**src/rtl/adxl345_spi_responder_if.sv**
```systemverilog
// SPI bus between the accelerometer controller (master) and the emulated
// ADXL345 target (slave). All four wires are single-bit, mode 3.
`timescale 1ns/1ps
interface adxl345_spi_responder_if;
    logic spi_sclk;
    logic spi_mosi;
    logic spi_cs;
    logic spi_miso;

    modport master (
        output spi_sclk,
        output spi_mosi,
        output spi_cs,
        input  spi_miso
    );

    modport slave (
        input  spi_sclk,
        input  spi_mosi,
        input  spi_cs,
        output spi_miso
    );
endinterface

```
**src/rtl/adxl345_spi_responder.sv**
```systemverilog
// ADXL345 register-interface emulator: SPI mode-3 target serving DEVID,
// three host-writable config registers and a coherent X/Y/Z snapshot.
//
// state | meaning
// ------+---------------------------------------------------------------
// IDLE  | chip select high, waiting for a synchronised cs fall
// CMD   | shifting in the command byte {RW, MB, A[5:0]}
// RD    | shifting register data out on MISO, one byte per 8 SCLK cycles
// WR    | shifting data bytes in and committing them to the config regs
`timescale 1ns/1ps
module adxl345_spi_responder #(
    parameter logic [7:0] DEVID       = 8'hE5,
    parameter int         SYNC_STAGES = 2
) (
    input  logic        clk,
    input  logic        reset_n,
    adxl345_spi_responder_if.slave spi,
    input  logic [15:0] x_in,
    input  logic [15:0] y_in,
    input  logic [15:0] z_in,
    input  logic        sample_valid,
    output logic        data_ready,
    output logic [7:0]  bw_rate,
    output logic [7:0]  power_ctl,
    output logic [7:0]  data_format,
    output logic        cfg_wr
);

    typedef enum logic [1:0] {IDLE, CMD, RD, WR} state_t;

    state_t state;

    logic [SYNC_STAGES-1:0] sclk_sync;
    logic [SYNC_STAGES-1:0] mosi_sync;
    logic [SYNC_STAGES-1:0] cs_sync;
    logic sclk_s, mosi_s, cs_s;
    logic sclk_d, cs_d;
    logic sclk_rise, sclk_fall, cs_rise, cs_fall;

    logic [2:0]  bit_cnt;
    logic [7:0]  shift_in;
    logic [7:0]  tx_byte;
    logic [5:0]  addr;
    logic        mb;
    logic        miso_q;
    logic        rd_seen_x0;

    logic [15:0] shadow_x, shadow_y, shadow_z;
    logic [15:0] pend_x, pend_y, pend_z;
    logic        pend_valid;

    logic [7:0]  cmd_byte;
    logic [5:0]  next_addr;
    logic [5:0]  rd_addr;
    logic [7:0]  rd_data;
    logic        at_idle;

    // Resynchronise the SPI pins; cs resets to "asserted" so that a cs line
    // held low across reset release never looks like a fresh falling edge.
    always_ff @(posedge clk or negedge reset_n) begin
        if (!reset_n) begin
            sclk_sync <= '1;
            mosi_sync <= '0;
            cs_sync   <= '0;
            sclk_d    <= 1'b1;
            cs_d      <= 1'b0;
        end else begin
            sclk_sync <= {sclk_sync[SYNC_STAGES-2:0], spi.spi_sclk};
            mosi_sync <= {mosi_sync[SYNC_STAGES-2:0], spi.spi_mosi};
            cs_sync   <= {cs_sync[SYNC_STAGES-2:0], spi.spi_cs};
            sclk_d    <= sclk_s;
            cs_d      <= cs_s;
        end
    end

    assign sclk_s    = sclk_sync[SYNC_STAGES-1];
    assign mosi_s    = mosi_sync[SYNC_STAGES-1];
    assign cs_s      = cs_sync[SYNC_STAGES-1];
    assign sclk_rise = sclk_s & ~sclk_d;
    assign sclk_fall = ~sclk_s & sclk_d;
    assign cs_rise   = cs_s & ~cs_d;
    assign cs_fall   = ~cs_s & cs_d;

    assign cmd_byte  = {shift_in[6:0], mosi_s};
    assign next_addr = mb ? addr + 6'd1 : addr;
    assign at_idle   = (state == IDLE) || cs_rise;
    assign spi.spi_miso = miso_q;

    // Register read mux: the command byte's address while decoding, otherwise
    // the address of the byte that follows the one just completed.
    always_comb begin
        rd_addr = (state == CMD) ? cmd_byte[5:0] : next_addr;
        rd_data = 8'h00;
        case (rd_addr)
            6'h00:   rd_data = DEVID;
            6'h2C:   rd_data = bw_rate;
            6'h2D:   rd_data = power_ctl;
            6'h31:   rd_data = data_format;
            6'h32:   rd_data = shadow_x[7:0];
            6'h33:   rd_data = shadow_x[15:8];
            6'h34:   rd_data = shadow_y[7:0];
            6'h35:   rd_data = shadow_y[15:8];
            6'h36:   rd_data = shadow_z[7:0];
            6'h37:   rd_data = shadow_z[15:8];
            default: rd_data = 8'h00;
        endcase
    end

    // Frame FSM, config register writes and sample snapshot handling.
    always_ff @(posedge clk or negedge reset_n) begin
        if (!reset_n) begin
            state       <= IDLE;
            bit_cnt     <= 3'd0;
            shift_in    <= 8'h00;
            tx_byte     <= 8'h00;
            addr        <= 6'h00;
            mb          <= 1'b0;
            miso_q      <= 1'b1;
            rd_seen_x0  <= 1'b0;
            bw_rate     <= 8'h0A;
            power_ctl   <= 8'h00;
            data_format <= 8'h00;
            cfg_wr      <= 1'b0;
            data_ready  <= 1'b0;
            shadow_x    <= 16'h0000;
            shadow_y    <= 16'h0000;
            shadow_z    <= 16'h0000;
            pend_x      <= 16'h0000;
            pend_y      <= 16'h0000;
            pend_z      <= 16'h0000;
            pend_valid  <= 1'b0;
        end else begin
            cfg_wr <= 1'b0;
            if (sclk_rise) begin
                shift_in <= cmd_byte;
            end

            if (cs_rise) begin
                state   <= IDLE;
                miso_q  <= 1'b1;
                bit_cnt <= 3'd0;
            end else begin
                case (state)
                    IDLE: begin
                        if (cs_fall) begin
                            state      <= CMD;
                            bit_cnt    <= 3'd0;
                            rd_seen_x0 <= 1'b0;
                        end
                    end
                    CMD: begin
                        if (sclk_rise) begin
                            bit_cnt <= bit_cnt + 3'd1;
                            if (bit_cnt == 3'd7) begin
                                addr <= cmd_byte[5:0];
                                mb   <= cmd_byte[6];
                                if (cmd_byte[7]) begin
                                    state   <= RD;
                                    tx_byte <= rd_data;
                                end else begin
                                    state <= WR;
                                end
                            end
                        end
                    end
                    RD: begin
                        if (sclk_fall) begin
                            miso_q  <= tx_byte[7];
                            tx_byte <= {tx_byte[6:0], 1'b0};
                        end
                        if (sclk_rise) begin
                            bit_cnt <= bit_cnt + 3'd1;
                            if (bit_cnt == 3'd7) begin
                                if (addr == 6'h32) begin
                                    rd_seen_x0 <= 1'b1;
                                end
                                if (addr == 6'h37 && rd_seen_x0) begin
                                    data_ready <= 1'b0;
                                end
                                addr    <= next_addr;
                                tx_byte <= rd_data;
                            end
                        end
                    end
                    WR: begin
                        if (sclk_rise) begin
                            bit_cnt <= bit_cnt + 3'd1;
                            if (bit_cnt == 3'd7) begin
                                case (addr)
                                    6'h2C: begin
                                        bw_rate <= cmd_byte;
                                        cfg_wr  <= 1'b1;
                                    end
                                    6'h2D: begin
                                        power_ctl <= cmd_byte;
                                        cfg_wr    <= 1'b1;
                                    end
                                    6'h31: begin
                                        data_format <= cmd_byte;
                                        cfg_wr      <= 1'b1;
                                    end
                                    default: ;
                                endcase
                                addr <= next_addr;
                            end
                        end
                    end
                    default: state <= IDLE;
                endcase
            end

            // Snapshot last so a new sample overrides a same-cycle data_ready clear.
            if (sample_valid && at_idle) begin
                shadow_x   <= x_in;
                shadow_y   <= y_in;
                shadow_z   <= z_in;
                pend_valid <= 1'b0;
                data_ready <= 1'b1;
            end else if (sample_valid) begin
                pend_x     <= x_in;
                pend_y     <= y_in;
                pend_z     <= z_in;
                pend_valid <= 1'b1;
            end else if (pend_valid && at_idle) begin
                shadow_x   <= pend_x;
                shadow_y   <= pend_y;
                shadow_z   <= pend_z;
                pend_valid <= 1'b0;
                data_ready <= 1'b1;
            end
        end
    end

endmodule

```
**src/flat_wrapper.sv**
```systemverilog
// flat-port wrapper written by rule: the top's interface ports become plain ports
module adxl345_spi_responder_flat 
#(
    parameter logic [7:0] DEVID       = 8'hE5,
    parameter int         SYNC_STAGES = 2
)
  (clk, reset_n, x_in, y_in, z_in, sample_valid, data_ready, bw_rate, power_ctl, data_format, cfg_wr, spi_spi_sclk, spi_spi_mosi, spi_spi_cs, spi_spi_miso);
  adxl345_spi_responder_if spi_i ();
  input  logic clk;
  input  logic reset_n;
  input  logic [15:0] x_in;
  input  logic [15:0] y_in;
  input  logic [15:0] z_in;
  input  logic sample_valid;
  output logic data_ready;
  output logic [7:0] bw_rate;
  output logic [7:0] power_ctl;
  output logic [7:0] data_format;
  output logic cfg_wr;
  input wire logic [$bits(spi_i.spi_sclk)-1:0] spi_spi_sclk;
  input wire logic [$bits(spi_i.spi_mosi)-1:0] spi_spi_mosi;
  input wire logic [$bits(spi_i.spi_cs)-1:0] spi_spi_cs;
  output wire logic [$bits(spi_i.spi_miso)-1:0] spi_spi_miso;
  assign spi_i.spi_sclk = spi_spi_sclk;
  assign spi_i.spi_mosi = spi_spi_mosi;
  assign spi_i.spi_cs = spi_spi_cs;
  assign spi_spi_miso = spi_i.spi_miso;
  adxl345_spi_responder #(.DEVID(DEVID), .SYNC_STAGES(SYNC_STAGES)) u_core (.clk(clk), .reset_n(reset_n), .spi(spi_i), .x_in(x_in), .y_in(y_in), .z_in(z_in), .sample_valid(sample_valid), .data_ready(data_ready), .bw_rate(bw_rate), .power_ctl(power_ctl), .data_format(data_format), .cfg_wr(cfg_wr));
endmodule
```
**config.mk**
```make
export PLATFORM = sky130hd
export DESIGN_NAME = adxl345_spi_responder_flat
export DESIGN_NICKNAME = d
export VERILOG_FILES = /design/src/rtl/adxl345_spi_responder_if.sv /design/src/rtl/adxl345_spi_responder.sv /design/src/flat_wrapper.sv
export SDC_FILE = /design/constraint.sdc
export NUM_CORES = 1
export LEC_CHECK = 0
export ABC_AREA = 1
export CORE_ASPECT_RATIO = 1.4
export CORE_UTILIZATION = 35
export CTS_CLUSTER_DIAMETER = 150
export DETAILED_ROUTE_END_ITERATION = 8
export GPL_TIMING_DRIVEN = 0
export SETUP_SLACK_MARGIN = 0.3
export SLEW_MARGIN = 20
export SYNTH_ARGS = -nofsm -noshare
export SYNTH_HDL_FRONTEND = slang
export SYNTH_SLANG_ARGS = --single-unit
export TNS_END_PERCENT = 50
```
**constraint.sdc**
```tcl
create_clock -name clk -period 2.1 [get_ports clk]
set_input_delay 0.21 -clock clk [delete_from_list [all_inputs] [get_ports clk]]
set_output_delay 0.21 -clock clk [all_outputs]
set_load 0.1 [all_outputs]
```
==> results of run 1 <==
[synthesized netlist by cell type (2+ instances only)]
master / number
nand2_1: 250
nor2_2: 5
a21oi_1: 56
a31oi_1: 7
buf_2: 12
nor3_1: 2
nand3_1: 47
inv_2: 10
o211ai_1: 3
o21ai_0: 124
o21ai_1: 20
ha_1: 6
inv_1: 35
mux2_2: 48
nand4_1: 2
nor2_1: 42
nand3_2: 2
buf_4: 2
dfrtp_1: 154
clkbuf_1: 25
o22ai_1: 4
nor2_4: 9
dfstp_2: 6
nand2_2: 6
[where the power goes]
part / internal (mW) / total (mW) / switching [mW]
Sequential: 4.12 / 4.74 / 0.619
Combinational: 1.38 / 3.18 / 1.80
Clock: 1.55 / 2.84 / 1.29
Total: 7.05 / 10.8 / 3.71
[cells by family after synthesis]
family / Yosys count / synth area share [%]
and+or+nand+nor: 368 / 20.5
adders and majority gates: 6 / 0.974
buffers and inverters: 85 / 4.53
muxes: 48 / 7.01
AOI/OAI and AO/OA: 220 / 14.9
DFF: 160 / 52.1
[worst max-delay path: stages, from the launching register on]
cell	delay, ns
dfrtp_2	0.47
ha_4	0.19
buf_4	0.14
nand3_1	0.10
nand3_2	0.11
o21ai_4	0.14
nand3_2	0.18
nor2_4	0.16
buf_4	0.13
nand3_1	0.07
nand3_2	0.11
nor2_1	0.05
nand3_1	0.09
nand2_1	0.07
nand2_1	0.06
[state kept, by name, summed over array words and instances, names as in the netlist, 2 cells and up, named ones only]
name / count
u_core.data_format: 8
u_core.pend_x: 16
u_core.bit_cnt: 3
u_core.mosi_sync: 2
u_core.addr: 5
u_core.pend_z: 16
u_core.shadow_x: 16
u_core.shift_in: 7
u_core.pend_y: 16
u_core.tx_byte: 8
u_core.power_ctl: 8
u_core.shadow_z: 16
u_core.cs_sync: 2
u_core.state: 2
u_core.bw_rate: 8
u_core.sclk_sync: 2
u_core.shadow_y: 16
[cell type report]
| class | instances | area (µm²) | share of cell area [%] |
|---|---|---|---|
| Buffer | 40 | 269 | 2.56 |
| Clock buffer | 21 | 450 | 4.29 |
| Clock inverter | 11 | 83.8 | 0.798 |
| Inverter | 45 | 179 | 1.70 |
| Multi-Input combinational cell | 642 | 3780 | 36.0 |
| Sequential cell | 160 | 4010 | 38.2 |
| Tap cell | 292 | 365 | 3.48 |
| Timing Repair Buffer | 128 | 1360 | 12.9 |
[what timing repair did]
action / 4_1_cts / 5_1_grt
pin swaps: 38 / 37
gates cloned: 3 / 0
endpoints found under the hold margin: 62 / 0
setup endpoints to repair: 166 / 105
buffers inserted: 24 / 19
hold buffers: 1 / 0
resized for setup: 196 / 76
[layer usage]
layer	part of all wire, %	track usage, %
met1	41	25.0
met4	3.8	9.23
met5	0	0
met2	52	37.6
met3	3.1	3.11
[stage by stage]
stage               setup WS [ns]  setup TNS [ns]  instance area [µm²]  total power [mW]  std cells
finish                    -0.0341         -0.0682                10500              10.8       1339
global route               -0.152          -0.891                10500              11.5       1339
CTS                       -0.0241         -0.0329                10100              10.7       1320
detailed placement         -0.353           -7.17                 8930              7.63       1260
global placement            -5.89         -933.91                 8900              7.56       1259
floorplan                   0.283               0                 7740              6.70        887
[worst max-delay path by stage]
stage | startpoint | endpoint | slack [ns]
floorplan | u_core.addr[0]$_DFFE_PN0P_ | u_core.tx_byte[4]$_DFFE_PN0P_ | 0.28
global placement | reset_n | u_core.rd_seen_x0$_DFFE_PN0P_ | -5.89
detailed placement | u_core.sclk_sync[1]$_DFF_PN1_ | u_core.data_format[4]$_DFFE_PN0P_ | -0.35
CTS | u_core.addr[0]$_DFFE_PN0P_ | u_core.tx_byte[6]$_DFFE_PN0P_ | -0.02
global route | u_core.addr[0]$_DFFE_PN0P_ | u_core.tx_byte[6]$_DFFE_PN0P_ | -0.15
finish | u_core.addr[0]$_DFFE_PN0P_ | u_core.tx_byte[6]$_DFFE_PN0P_ | -0.03
==> flow_summary.yaml, run 1 <==
sta:
  whs_ns: 0.191
  max_freq_ghz: 0.469
  period_share_pct: 102
  finalMaxSlewViolations: 0
  tightestPinTransition_ns: 0.941
  rsz0062_at_grt: "true"
  hold_violations: 0
  finClkSkew_ns: 0.00882
  fin_ws_ns: -0.0341
  maxSlewHeadroom_pct: 37.5
  setup_viol: 3
  min_period_ns: 2.13
worst_setup_path:
  rr_worst_depth: 14
  endpoint_kind: "flop"
  ff2ff_setup_slack_ns: -0.03
  required_ns: 2.47
  cp-start-kind: "flop"
  critPathMaxFanout: 6
  r2r-start: "u_core.addr[0]$_DFFE_PN0P_"
  cp_data_arrival_time_ns: 2.51
  worstReg2RegEnd: "u_core.tx_byte[6]$_DFFE_PN0P_"
  path_class: "reg2reg"
power:
  leakage_nw: 4.54
  vdd_ir_drop_max_uv: 643
  powerDensity_nw_per_um2: 1020
route:
  drtIter0Drc: 433
  vias: 6673
  drt_wl_total_um: 22800
  ant_nets: 0
  drc: 0
  vias_per_cell: 4.98
  wire_per_inst_um: 17.0
  drt_first_pass_iters: 5
logic_synthesis:
  synth-edff-count: 0
  ys_seq_area_share_pct: 52.1
  yosys_warnings: 0
  synth_largest_area_cell: "dfrtp_1"
  avgSynthCellArea_um2: 8.69
  synth.net_count: 947
  syn_inst: 887
  synth.area.top_cells: "dfrtp_1 (50%), nand2_1 (12%), o21ai_0 (8.1%), mux2_2 (7.0%), a21oi_1 (3.6%)"
  yosysUniqueCellTypes: 34
  syn_area_um2: 7710
  synth-main-ff-cell: "dfrtp_1"
  async_reset_ff_share_pct: 100
  synth-seq-cells: 160
  yosysTopAreaCellShare_pct: 50.0
min_path:
  hold_class: "in2reg"
  holdPathStages: 1
  hold_start: "spi_spi_sclk"
  hold_end: "u_core.sclk_sync[0]$_DFF_PN1_"
cells_and_area:
  fin_util_pct: 49.2
  area_growth_pct: 36.3
  mostFrequentLayoutCells: "nand2_1 (212), dfrtp_1 (152), o21ai_0 (100)"
  n_fill_cell: 2012
  final_nets: 1094
  drive_gt1_share_pct: 30.0
  layout.cells.most_common: "nand2_1"
  antenna_cells: 0
cts:
  tritoncts: "built"
  cts.path.max_buffers: 2
  clkLatencyLatePin_ns: 0.43
  cts.clk_slew.worst_paths_ns: 0.07
  cts_buffers: 17
  cts_max_level: 4
  cts_root_buf: "clkbuf_16"
  cts_sinks: 160
job:
  drv_cap: 0
global_route:
  globalRouteTotalUtil_pct: 21.1
  gr-total-overflow: 0
  grt_pass1_vias: 6561
  antenna_found_initial: 0
  grt_max_degree: 94
  grt_pass1_wl_um: 35700
floorplan:
  die_w_um: 127
  ioPinCount: 81
  fp.dieH_um: 178
  rows: 63
  start_util_pct: 36.1
  dieArea_um2: 22600
  core-area_um2: 21400
status:
  violations: "negative setup slack"
  status: "complete, but fails checks"
place:
  place_hpwl_um: 16200
  gp_congestion: 0.934
  io_buffers: 80
Note: power is estimated with default switching activity, not from simulation.
==> run 2, diff against run 1 <==
--- a/config.mk
+++ b/config.mk
@@ -11,6 +11,7 @@
 export CTS_CLUSTER_DIAMETER = 150
 export DETAILED_ROUTE_END_ITERATION = 8
 export GPL_TIMING_DRIVEN = 0
+export PLACE_DENSITY = 0.65
 export SETUP_SLACK_MARGIN = 0.3
 export SLEW_MARGIN = 20
 export SYNTH_ARGS = -nofsm -noshare
==> run 2 against run 1 <==
  * The flow still finishes with violations (negative setup slack)
  * Critical endpoint is now u_core.tx_byte[3]$_DFFE_PN0P_
  * Global-route usage grew 0.51 points
  * Combinational power is 1% lower
  * Critical path type unchanged
  * First-iteration DRC count up 21%
  * Via count up 1.9%
  * Clock power increased by 14%
  * Total power is 3.3% higher
==> flow_summary.yaml, run 2 (same netlist as run 1, synthesis figures left out) <==
sta:
  finClkSkew_ns: 0.00942
  max_freq_ghz: 0.457
  finalMaxSlewViolations: 0
  hold_violations: 0
  tightestPinTransition_ns: 0.947
  min_period_ns: 2.19
  setup_viol: 8
  period_share_pct: 104
  rsz0062_at_grt: "true"
  fin_ws_ns: -0.0896
  totalNegativeSetupSlack_ns: -0.287
  maxSlewHeadroom_pct: 37.1
cts:
  clkLatencyLatePin_ns: 0.43
  cts_max_level: 4
  cts_root_buf: "clkbuf_16"
  cts_sinks: 160
  tritoncts: "built"
  cts.path.max_buffers: 2
  cts_buffers: 17
  cts.clk_slew.worst_paths_ns: 0.06
floorplan:
  ioPinCount: 81
  start_util_pct: 36.1
  fp.dieH_um: 178
  core-area_um2: 21400
  dieArea_um2: 22600
  die_w_um: 127
  rows: 63
global_route:
  globalRouteTotalUtil_pct: 21.6
  antenna_found_initial: 0
  gr-total-overflow: 0
  grt_pass1_vias: 6847
  grt_pass1_wl_um: 36800
  grt_max_degree: 100
route:
  drt_first_pass_iters: 5
  drt_wl_total_um: 23300
  ant_nets: 0
  vias_per_cell: 5.13
  wire_per_inst_um: 17.5
  vias: 6801
  drtIter0Drc: 524
  drc: 0
worst_setup_path:
  required_ns: 2.47
  cp-start-kind: "flop"
  critPathMaxFanout: 7
  path_class: "reg2reg"
  cp_data_arrival_time_ns: 2.56
  endpoint_kind: "flop"
job:
  drv_cap: 0
power:
  p_comb_share_pct: 28.3
  switchingPower_mw: 3.68
  powerDensity_nw_per_um2: 1070
  p_int_mw: 7.43
  swShare_pct: 33.2
  leakage_nw: 4.47
  pwr-share-seq_pct: 42.7
  vdd_ir_drop_max_uv: 639
  clockPowerShare_pct: 29.1
cells_and_area:
  area_growth_pct: 34.4
  mostFrequentLayoutCells: "nand2_1 (213), dfrtp_1 (152), o21ai_0 (114)"
  drive_gt1_share_pct: 27.4
  layout.cells.most_common: "nand2_1"
  final_nets: 1082
  antenna_cells: 0
  fin_util_pct: 48.5
status:
  violations: "negative setup slack"
  status: "complete, but fails checks"
place:
  post-place-ws_ns: -0.205
  io_buffers: 80
  place_hpwl_um: 16300
  gp_congestion: 0.902
min_path:
  hold_class: "in2reg"
-- run 2: cell types whose count changed in the layout (fill, tap and decap cells not counted), sizes merged --
cell,before,now
inv,48,46
clkbuf,43,49
clkinvlp,4,1
clkinv,4,3
bufinv,0,3
buf,66,51
-- run 2: worst max-delay path: stages, from the launching register on --
cell,delay [ns]
dfrtp_2,0.45
inv_4,0.06
ha_4,0.26
nand2_2,0.05
nand2_2,0.07
nand2_2,0.06
nand2_4,0.10
inv_6,0.05
nor2_4,0.14
nand3_4,0.10
nor2_4,0.29
nand2_2,0.12
nand2_1,0.10
nor2_1,0.06
nand3_1,0.08
nand2_1,0.07
nand2_1,0.06
-- run 2: layout make-up --
| class | count | area (µm²) |
|---|---|---|
| Buffer | 40 | 250 |
| Sequential cell | 160 | 4010 |
| Clock buffer | 24 | 482 |
| Clock inverter | 8 | 129 |
| Fill cell | 2029 | 11000 |
| Multi-Input combinational cell | 642 | 3740 |
| Tap cell | 292 | 365 |
| Timing Repair Buffer | 116 | 1190 |
| Inverter | 45 | 181 |
-- run 2: per-stage QoR --
stage                     instances  hold WS, ns  instance area [µm²]  power, mW
after floorplan                 887      -0.0856                 7740       6.70
after global placement         1259        0.334                 8900       7.52
after detailed placement       1260        0.180                 8930       7.63
after CTS                      1317        0.179                10100       11.0
after global routing           1327        0.194                10400       11.8
final                          1327        0.183                10400       11.1
-- run 2: power by group through the flow --
stage	sequential (mW)	combinational [mW]	clock, mW
after global routing	4.87	3.50	3.39
after floorplan	4.55	2.14	0
final	4.74	3.14	3.23
after CTS	4.72	3.04	3.27
after detailed placement	4.75	2.87	0
after global placement	4.73	2.79	0
-- run 2: final timing paths --
kind | start | endpoint | slack [ns] | cells past startpoint
setup / recovery | u_core.addr[0]$_DFFE_PN0P_ | u_core.tx_byte[3]$_DFFE_PN0P_ | -0.09 | 16
hold / removal | spi_spi_sclk | u_core.sclk_sync[0]$_DFF_PN1_ | 0.18 | 1
setup reg to reg | u_core.addr[0]$_DFFE_PN0P_ | u_core.tx_byte[3]$_DFFE_PN0P_ | -0.09 | 16
hold reg to reg | u_core.mosi_sync[0]$_DFF_PN0_ | u_core.mosi_sync[1]$_DFF_PN0_ | 0.35 | 0
max in group asynchronous | reset_n | u_core.spi.spi_miso$_DFFE_PN1P_ | 0.93 | 3
min in group asynchronous | reset_n | u_core.pend_x[15]$_DFFE_PN0P_ | 0.29 | 2
-- run 2: layer usage --
layer  global-route usage [%]  vias up  wire, µm
met4                     12.1        0      1070
met3                     3.26       59       841
met1                     25.4     3303      9350
met2                     37.5      195     12000
met5                        0        -         0
li1                         -     3244         -
-- run 2: timing repair --
action | CTS | global route
pin swaps | 47 | 30
endpoints found under the setup margin | 137 | 94
hold buffers | 1 | 0
buffers inserted | 22 | 9
hold endpoints to repair | 56 | 0
resized for setup | 172 | 59
cloned | 2 | 1
